$ cat config.mk
export PLATFORM = sky130hd
export DESIGN_NAME = mem_arbiter
export DESIGN_NICKNAME = d
export VERILOG_FILES = /design/src/rtl/mem_arbiter_pkg.sv /design/src/rtl/mem_arbiter_pick.sv /design/src/rtl/mem_arbiter.sv
export SDC_FILE = /design/constraint.sdc
export NUM_CORES = 1
export LEC_CHECK = 0
export ABC_AREA = 0
export BUFFER_PORTS_ARGS = -buffer_cell sky130_fd_sc_hd__buf_4
export CAP_MARGIN = 20
export CORE_MARGIN = 10
export CORE_UTILIZATION = 45
export DETAILED_ROUTE_END_ITERATION = 8
export GPL_TIMING_DRIVEN = 0
export PLACE_DENSITY = 0.85
export SLEW_MARGIN = 20
export SYNTH_ARGS = -nofsm -noshare
export SYNTH_HDL_FRONTEND = slang
export SYNTH_HIERARCHICAL = 1
export SYNTH_SLANG_ARGS = --single-unit
export TNS_END_PERCENT = 10
$ cat constraint.sdc
create_clock -name clk -period 3.3 [get_ports clk]
set_input_delay 0.165 -clock clk [delete_from_list [all_inputs] [get_ports clk]]
set_output_delay 0.165 -clock clk [all_outputs]
set_load 0.05 [all_outputs]
$ cat src/rtl/mem_arbiter_pkg.sv
// Shared types for the two-requester memory arbiter: FSM state and grant encoding.
package mem_arbiter_pkg;

   typedef enum logic [1:0] {
      IDLE   = 2'd0,
      BUSY_I = 2'd1,
      BUSY_D = 2'd2
   } state_t;

   // Which requester a pick selects; GNT_I also doubles as the value of last_i
   // after a fetch completes.
   typedef enum logic {
      GNT_D = 1'b0,
      GNT_I = 1'b1
   } grant_t;

endpackage

$ cat src/rtl/mem_arbiter_pick.sv
// Combinational round-robin picker: a lone request wins; on a tie the side
// that was not served last wins (last_i=1 means fetch was served last).
module mem_arbiter_pick
   import mem_arbiter_pkg::*;
(
   input  logic i_req,
   input  logic d_req,
   input  logic last_i,
   output logic grant_valid,
   output logic grant_i
);

   grant_t gnt;

   // Pick the winner; meaningful only while grant_valid is high
   always_comb begin
      gnt = GNT_D;
      if (i_req && (!d_req || !last_i)) begin
         gnt = GNT_I;
      end
   end

   assign grant_valid = i_req | d_req;
   assign grant_i     = (gnt == GNT_I);

endmodule

$ cat src/rtl/mem_arbiter.sv
// Two-requester memory arbiter (fetch read port + data load/store port) onto
// one registered memory bus. Grants alternate round-robin; address/data are
// latched into the bus registers at grant. Optional performance counters are
// enabled by defining MEM_ARBITER_PERFCNT_EN.
//
// state  | meaning
// IDLE   | no transaction on the bus
// BUSY_I | fetch transaction in flight, waiting for bus_ack
// BUSY_D | data transaction in flight, waiting for bus_ack
module mem_arbiter
   import mem_arbiter_pkg::*;
#(
   parameter int ADDR_W = 32,
   parameter int DATA_W = 32
) (
   input  logic              clk,
   input  logic              Nrst,
   input  logic [ADDR_W-1:0] i_addr,
   input  logic              i_req,
   output logic              i_wait,
   output logic [DATA_W-1:0] i_data,
   input  logic [ADDR_W-1:0] d_addr,
   input  logic              d_req,
   input  logic              d_we,
   input  logic [DATA_W-1:0] d_wdata,
   output logic              d_wait,
   output logic [DATA_W-1:0] d_rdata,
   output logic [ADDR_W-1:0] bus_addr,
   output logic              bus_req,
   output logic              bus_we,
   output logic [DATA_W-1:0] bus_wdata,
   input  logic              bus_ack,
   input  logic [DATA_W-1:0] bus_rdata
`ifdef MEM_ARBITER_PERFCNT_EN
   ,
   output logic [31:0]       perf_i_grants,
   output logic [31:0]       perf_d_grants,
   output logic [31:0]       perf_conflict
`endif
);

   state_t              state_q, state_d;
   logic                last_i_q, last_i_d;
   logic [ADDR_W-1:0]   bus_addr_q, bus_addr_d;
   logic                bus_req_q, bus_req_d;
   logic                bus_we_q, bus_we_d;
   logic [DATA_W-1:0]   bus_wdata_q, bus_wdata_d;

   logic last_i_pick;
   logic grant_valid;
   logic grant_i;
   logic busy_ack;
   logic take_grant;

   // On an ack edge the pick must already see the side that just completed,
   // so the picker's history input is taken from the current BUSY state.
   always_comb begin
      last_i_pick = last_i_q;
      if (state_q == BUSY_I) begin
         last_i_pick = 1'b1;
      end else if (state_q == BUSY_D) begin
         last_i_pick = 1'b0;
      end
   end

   mem_arbiter_pick u_pick (
      .i_req       (i_req),
      .d_req       (d_req),
      .last_i      (last_i_pick),
      .grant_valid (grant_valid),
      .grant_i     (grant_i)
   );

   assign busy_ack   = (state_q != IDLE) && bus_ack;
   assign take_grant = ((state_q == IDLE) || busy_ack) && grant_valid;

   // Next-state and bus register loads; a completion and a new grant can
   // coincide, giving back-to-back transactions without an idle cycle.
   always_comb begin
      state_d     = state_q;
      last_i_d    = last_i_q;
      bus_addr_d  = bus_addr_q;
      bus_req_d   = bus_req_q;
      bus_we_d    = bus_we_q;
      bus_wdata_d = bus_wdata_q;
      if (busy_ack) begin
         last_i_d  = (state_q == BUSY_I);
         state_d   = IDLE;
         bus_req_d = 1'b0;
      end
      if (take_grant) begin
         bus_req_d = 1'b1;
         if (grant_i) begin
            state_d     = BUSY_I;
            bus_addr_d  = i_addr;
            bus_we_d    = 1'b0;
            bus_wdata_d = '0;
         end else begin
            state_d     = BUSY_D;
            bus_addr_d  = d_addr;
            bus_we_d    = d_we;
            bus_wdata_d = d_wdata;
         end
      end
   end

   // State and bus registers
   always_ff @(posedge clk or negedge Nrst) begin
      if (!Nrst) begin
         state_q     <= IDLE;
         last_i_q    <= 1'b0;
         bus_addr_q  <= '0;
         bus_req_q   <= 1'b0;
         bus_we_q    <= 1'b0;
         bus_wdata_q <= '0;
      end else begin
         state_q     <= state_d;
         last_i_q    <= last_i_d;
         bus_addr_q  <= bus_addr_d;
         bus_req_q   <= bus_req_d;
         bus_we_q    <= bus_we_d;
         bus_wdata_q <= bus_wdata_d;
      end
   end

   // A requester that dropped its request mid-flight gets no wait-low pulse
   assign i_wait    = !((state_q == BUSY_I) && bus_ack && i_req);
   assign d_wait    = !((state_q == BUSY_D) && bus_ack && d_req);
   assign i_data    = bus_rdata;
   assign d_rdata   = bus_rdata;
   assign bus_addr  = bus_addr_q;
   assign bus_req   = bus_req_q;
   assign bus_we    = bus_we_q;
   assign bus_wdata = bus_wdata_q;

`ifdef MEM_ARBITER_PERFCNT_EN
   logic [31:0] perf_i_q, perf_i_d;
   logic [31:0] perf_d_q, perf_d_d;
   logic [31:0] perf_c_q, perf_c_d;

   // Grant counts per side, plus cycles in which any requester is stalled
   always_comb begin
      perf_i_d = perf_i_q;
      perf_d_d = perf_d_q;
      perf_c_d = perf_c_q;
      if (take_grant && grant_i) begin
         perf_i_d = perf_i_q + 32'd1;
      end
      if (take_grant && !grant_i) begin
         perf_d_d = perf_d_q + 32'd1;
      end
      if ((i_req && i_wait) || (d_req && d_wait)) begin
         perf_c_d = perf_c_q + 32'd1;
      end
   end

   // Counter registers
   always_ff @(posedge clk or negedge Nrst) begin
      if (!Nrst) begin
         perf_i_q <= '0;
         perf_d_q <= '0;
         perf_c_q <= '0;
      end else begin
         perf_i_q <= perf_i_d;
         perf_d_q <= perf_d_d;
         perf_c_q <= perf_c_d;
      end
   end

   assign perf_i_grants = perf_i_q;
   assign perf_d_grants = perf_d_q;
   assign perf_conflict = perf_c_q;
`endif

endmodule

After elaboration in Yosys (flattened, before gate mapping)
Index checks and enable logic that the tools add are counted.
{"block": "classes", "n_bitwise": 1, "n_eq_ne": 2, "mux": 11, "reduce_logical": 16}
{"operator": "$mux W32", "count": 2}
{"operator": "$logic_and A1 B1 Y1", "count": 7}
{"operator": "$mux W1", "count": 6}
{"operator": "$mux W2", "count": 3}
{"operator": "$logic_not A1 Y1", "count": 4}
{"operator": "$reduce_bool A2 Y1", "count": 2}
{"operator": "$eq A2 B1 Y1 const B", "count": 1}
{"operator": "$eq A2 B2 Y1 const B", "count": 1}
{"operator": "$logic_not A2 Y1", "count": 1}
{"operator": "$logic_or A1 B1 Y1", "count": 2}
{"operator": "$or A1 B1 Y1", "count": 1}
{"block": "totals", "in_bits": 134, "output_inout_bits": 132, "reg_bits": 69}

Depth between registers and ports, before layout
{"block": "depth", "ltp_word": 9, "depth_mapped": 7, "depth_no_buf": 5}

Cells and area by module
Netlist, hierarchy kept.
{"mod": "mem_arbiter", "cells_per_inst": 294, "instances": 1, "area_per_inst_um2": 3873.7, "seq_area_each_um2": 1726.7}
{"mod": "mem_arbiter_pick", "cells_per_inst": 2, "instances": 1, "area_per_inst_um2": 13.8, "seq_area_each_um2": 0.0}

Worst setup path after synthesis
No wires, ideal clock.
{"block": "synth_path", "path_type": "reg2reg", "from": "register state_q[0]", "to": "register bus_addr_q[10] (netlist: bus_addr[10])", "setup_slack_ps": 1368, "path_buffers": 1, "period_less_slack_ps": 1932, "path_stages_with_launch": 7, "t_arrival_ps": 1807, "path_cell_list": "dfrtp_1 nor2_1 o21ai_0 a21boi_0 clkbuf_1 mux2_2 mux2_4"}
{"block": "synth_between", "elab_chain_len": 8, "word_cells_on_any_way": 14, "cone_classes": "2 x eq/ne; 4 x mux; 8 x reduce/logical"}
{"item": "from (decl)", "line_no": "mem_arbiter.sv:42", "source": "state_t state_q, state_d;"}
{"item": "from (signal assigned)", "line_no": "mem_arbiter.sv:117", "source": "state_q <= state_d;"}
{"item": "$eq A2 B2 Y1", "line_no": "mem_arbiter.sv:61", "source": "end else if (state_q == BUSY_D) begin"}
{"item": "$mux W1", "line_no": "mem_arbiter.sv:61"}
{"item": "$mux W1 (*)", "line_no": "mem_arbiter.sv:59", "source": "if (state_q == BUSY_I) begin"}
{"item": "net last_i_pick", "line_no": "mem_arbiter.sv:49", "source": "logic last_i_pick;"}
{"item": "$logic_not A1 Y1 (*)", "line_no": "mem_arbiter_pick.sv:18", "source": "if (i_req && (!d_req || !last_i)) begin"}
{"item": "$logic_or A1 B1 Y1 (*)", "line_no": "mem_arbiter_pick.sv:18"}
{"item": "$logic_and A1 B1 Y1 (*)", "line_no": "mem_arbiter_pick.sv:18"}
{"item": "$mux W1 (*)", "line_no": "mem_arbiter_pick.sv:18"}
{"item": "net grant_i", "line_no": "mem_arbiter.sv:51", "source": "logic grant_i;"}
{"item": "$mux W32 (*)", "line_no": "mem_arbiter.sv:93", "source": "if (grant_i) begin"}
{"item": "to (signal assigned)", "line_no": "mem_arbiter.sv:119", "source": "bus_addr_q <= bus_addr_d;"}
{"item": "to (decl)", "line_no": "mem_arbiter.sv:44", "source": "logic [ADDR_W-1:0] bus_addr_q, bus_addr_d;"}
Mark *: on every way through the listed nets, which the timed path passes. The rest lies on a longest branch.
A chain may end at the register's enable or synchronous reset.

Final worst setup path
{"block": "layout_path", "from": "register state_q[0]", "to": "register bus_addr_q[6] (netlist: bus_addr[6])"}
The elaborated chain is that of the path after synthesis.

==> results.json <==
{
  "relSlewSlack_pct": 42.2,
  "ios": 266,
  "cp_max_fo": 10,
  "synth_seq_area_share_pct": 44.4,
  "final_layout_size_suffix_gt1_share_pct": 73.5,
  "antenna_found_initial": 0,
  "worst_pin_slew_ns": 0.867,
  "syn_to_final_growth_pct": 52.7,
  "cp.required_ns": 3.52,
  "timing.final.hold_violations": 0,
  "cts.clk_slew.worst_paths_ns": 0.07,
  "met3_usage_pct": 7.71,
  "grtUsageMet2_pct": 35.6,
  "synth-seq-cells": 69,
  "globalRouteOverflowTotal": 0,
  "finalSetupViolations": 0,
  "synth_top_family_by_area": "multiplexers",
  "synthFlopType": "dfrtp_1",
  "ys_top_cells_by_count": "69 x dfrtp_1, 67 x buf_4, 39 x mux2_4",
  "dieArea_mm2": 0.0128,
  "drv_cap": 0,
  "syn-num-nets": 430,
  "yosys-top-cells-area": "dfrtp_1 44%, mux2_4 15%, buf_4 13%",
  "timing.rr.start": "state_q[0]$_DFFE_PN0P_",
  "n_fill_cell": 599,
  "synth-compound-area-share_pct": 1.29,
  "fin_crit_ns": 2.41,
  "yosys.cell_types.count": 26,
  "status": "finished clean",
  "gp_congestion": 0.726,
  "drt_first_pass_iters": 2,
  "finalClockSkew_ns": 0.00541,
  "synth.avg_cell_area_um2": 13.1,
  "syn_area_mm2": 0.00389,
  "peakVddDrop_uv": 338,
  "ys_async_sr_fraction_pct": 100,
  "clock-root-buffer": "clkbuf_8",
  "ant_nets": 0,
  "hp-class": "in -> reg",
  "grtUsageTotal_pct": 18.6,
  "synthXorXnorAreaFrac_pct": 0,
  "syn_inst": 296,
  "crit_type": "reg -> reg",
  "antenna_cells": 0,
  "grt_busiest_layer": "met2",
  "die_w_um": 113,
  "endpoint_kind": "flip-flop",
  "io_buffers": 232,
  "insertion_delay_ns": 0.33,
  "htree_num_levels": 3,
  "routed_wl_um": 12500,
  "clk_path_buf_depth": 2,
  "dp_slack_ns": 0.823,
  "final.period_utilization_pct": 73.0,
  "cts_tree": "built",
  "fin_ws_ns": 0.890,
  "final_nets": 674,
  "cts_sinks": 69,
  "dr.first_iter.drc_count": 55,
  "power.density_mw_per_mm2": 646,
  "post_cts_buffers": 0,
  "rsz0062_at_grt": "false",
  "yosysWarnings": 6,
  "drc_errors": 0,
  "grt_pass1_vias": 3458,
  "cp.arrival_ns": 2.63,
  "synth_edf_count": 0,
  "cts-buffers-inserted": 9,
  "grtUsageMet1_pct": 17.7,
  "synthMuxAreaShare_pct": 32.2,
  "p_leak_nw": 3.09,
  "yosysMostFrequentCell": "dfrtp_1",
  "wire_per_inst_um": 19.3,
  "tns_ns": 0,
  "cp-startpoint": "state_q[0]$_DFFE_PN0P_",
  "vias": 3009,
  "drv_slew": 0,
  "start_util_pct": 46.8,
  "grt_pass1_wl_um": 19000,
  "power.total_mw": 3.83,
  "grt_max_degree": 70,
  "rows": 33,
  "synth_fa_ha_area_share_pct": 0,
  "viasPerCell": 4.64,
  "coreArea_mm2": 0.00830,
  "start_kind": "flip-flop",
  "synth_top_area_share_pct": 44.4,
  "die_h_um": 113,
  "dpl.hpwl_um": 10400,
  "yosys.area_share.simple_pct": 6.50,
  "yosys.area.top_type": "dfrtp_1",
  "worstHoldStart": "bus_ack",
  "fmax_ghz": 0.415
}
## stage by stage
stage          util (%)  instances  instance area, um^2  hold slack, ns
5_1_grt            71.5        648                 5940           0.147
3_5_place_dp       69.4        633                 5760           0.335
3_3_place_gp       69.4        633                 5760           0.332
2_1_floorplan         -        296                 3890          -0.131
6_report           71.5        648                 5940           0.131
4_1_cts            71.5        648                 5940           0.113
## sequential cells by signal (all words and copies together) (netlist names)
signal / cells
bus_addr: 32
bus_wdata: 32
state_q: 2
bus_req: 1
bus_we: 1
last_i_q: 1
## cell families (layout without fill, tap and decap cells)
logic type / Yosys count / in the layout
AO/OA/AOI/OAI: 8 / 8
buffers and inverters: 80 / 327
flip-flops: 69 / 69
multiplexers: 98 / 98
AND/OR/NAND/NOR: 41 / 41
## layout by cell type, fill, tap and decap left out
cell and n:
buf_6 1, o22a_1 1, or2_1 1, nand2b_1 1, nand3_1 1, dfrtp_1 69, nor2b_1 33, nand2_1 1
mux2_2 38, o21ai_1 1, buf_4 299, nand4b_1 1, clkbuf_2 1, buf_2 2, buf_8 4, o21ai_0 2
inv_1 1, nand4_1 1, nor2_2 1, clkbuf_1 5, o21ai_2 1, mux2_1 21, nor2_1 1, a21boi_0 1
dlygate4sd3_1 1, clkbuf_8 11, mux2_4 39, clkinv_2 2, a21oi_1 2
## report_power, final
| group | leakage [nW] | switching, mW | total (mW) | internal (mW) |
|---|---|---|---|---|
| clock | 0.0881 | 0.291 | 0.594 | 0.303 |
| sequential | 0.836 | 0.131 | 1.19 | 1.06 |
| combinational | 2.16 | 1.27 | 2.05 | 0.785 |
| total | 3.09 | 1.69 | 3.83 | 2.15 |
## final cells by class
cell class              count  area [um^2]  area share, %
clock buffers              12          155           2.61
multi-input cells         147         1550           26.2
clock inverters             2         10.0          0.169
well taps                 105          131           2.21
plain buffers              79          604           10.2
repair buffers            233         1750           29.5
inverters                   1         3.75         0.0632
flip-flops and latches     69         1730           29.1
## layer usage
layer	vias up	share of wire [%]	wire length [um]
met5	-	0	0
met4	0	1.1	133
met3	13	10	1290
met2	159	54	6730
met1	1423	35	4370
li1	1414	-	-
## worst paths after layout
kind	to	slack, ns	cells after the start
hold reg to reg	bus_addr[28]$_DFFE_PN0P_	0.50	1
hold / removal	last_i_q$_DFFE_PN0P_	0.13	2
setup / recovery	bus_addr[6]$_DFFE_PN0P_	0.89	6
setup reg to reg	bus_addr[6]$_DFFE_PN0P_	0.89	6
max in group asynchronous	bus_addr[17]$_DFFE_PN0P_	2.21	2
min in group asynchronous	bus_wdata[29]$_DFFE_PN0P_	0.52	2
## worst max-delay path, stage by stage, from the launching register on
cell	delay, ns
dfrtp_1	0.45
nor2_1	0.13
o21ai_0	0.07
a21boi_0	0.48
clkbuf_1	0.49
mux2_2	0.41
mux2_4	0.27
## timing repair
item                      4_1_cts  5_1_grt
hold buffers                    1        0
hold endpoints to repair       69        0
gates resized for setup         0        0
No activity file was read; power rests on OpenSTA's default activity.
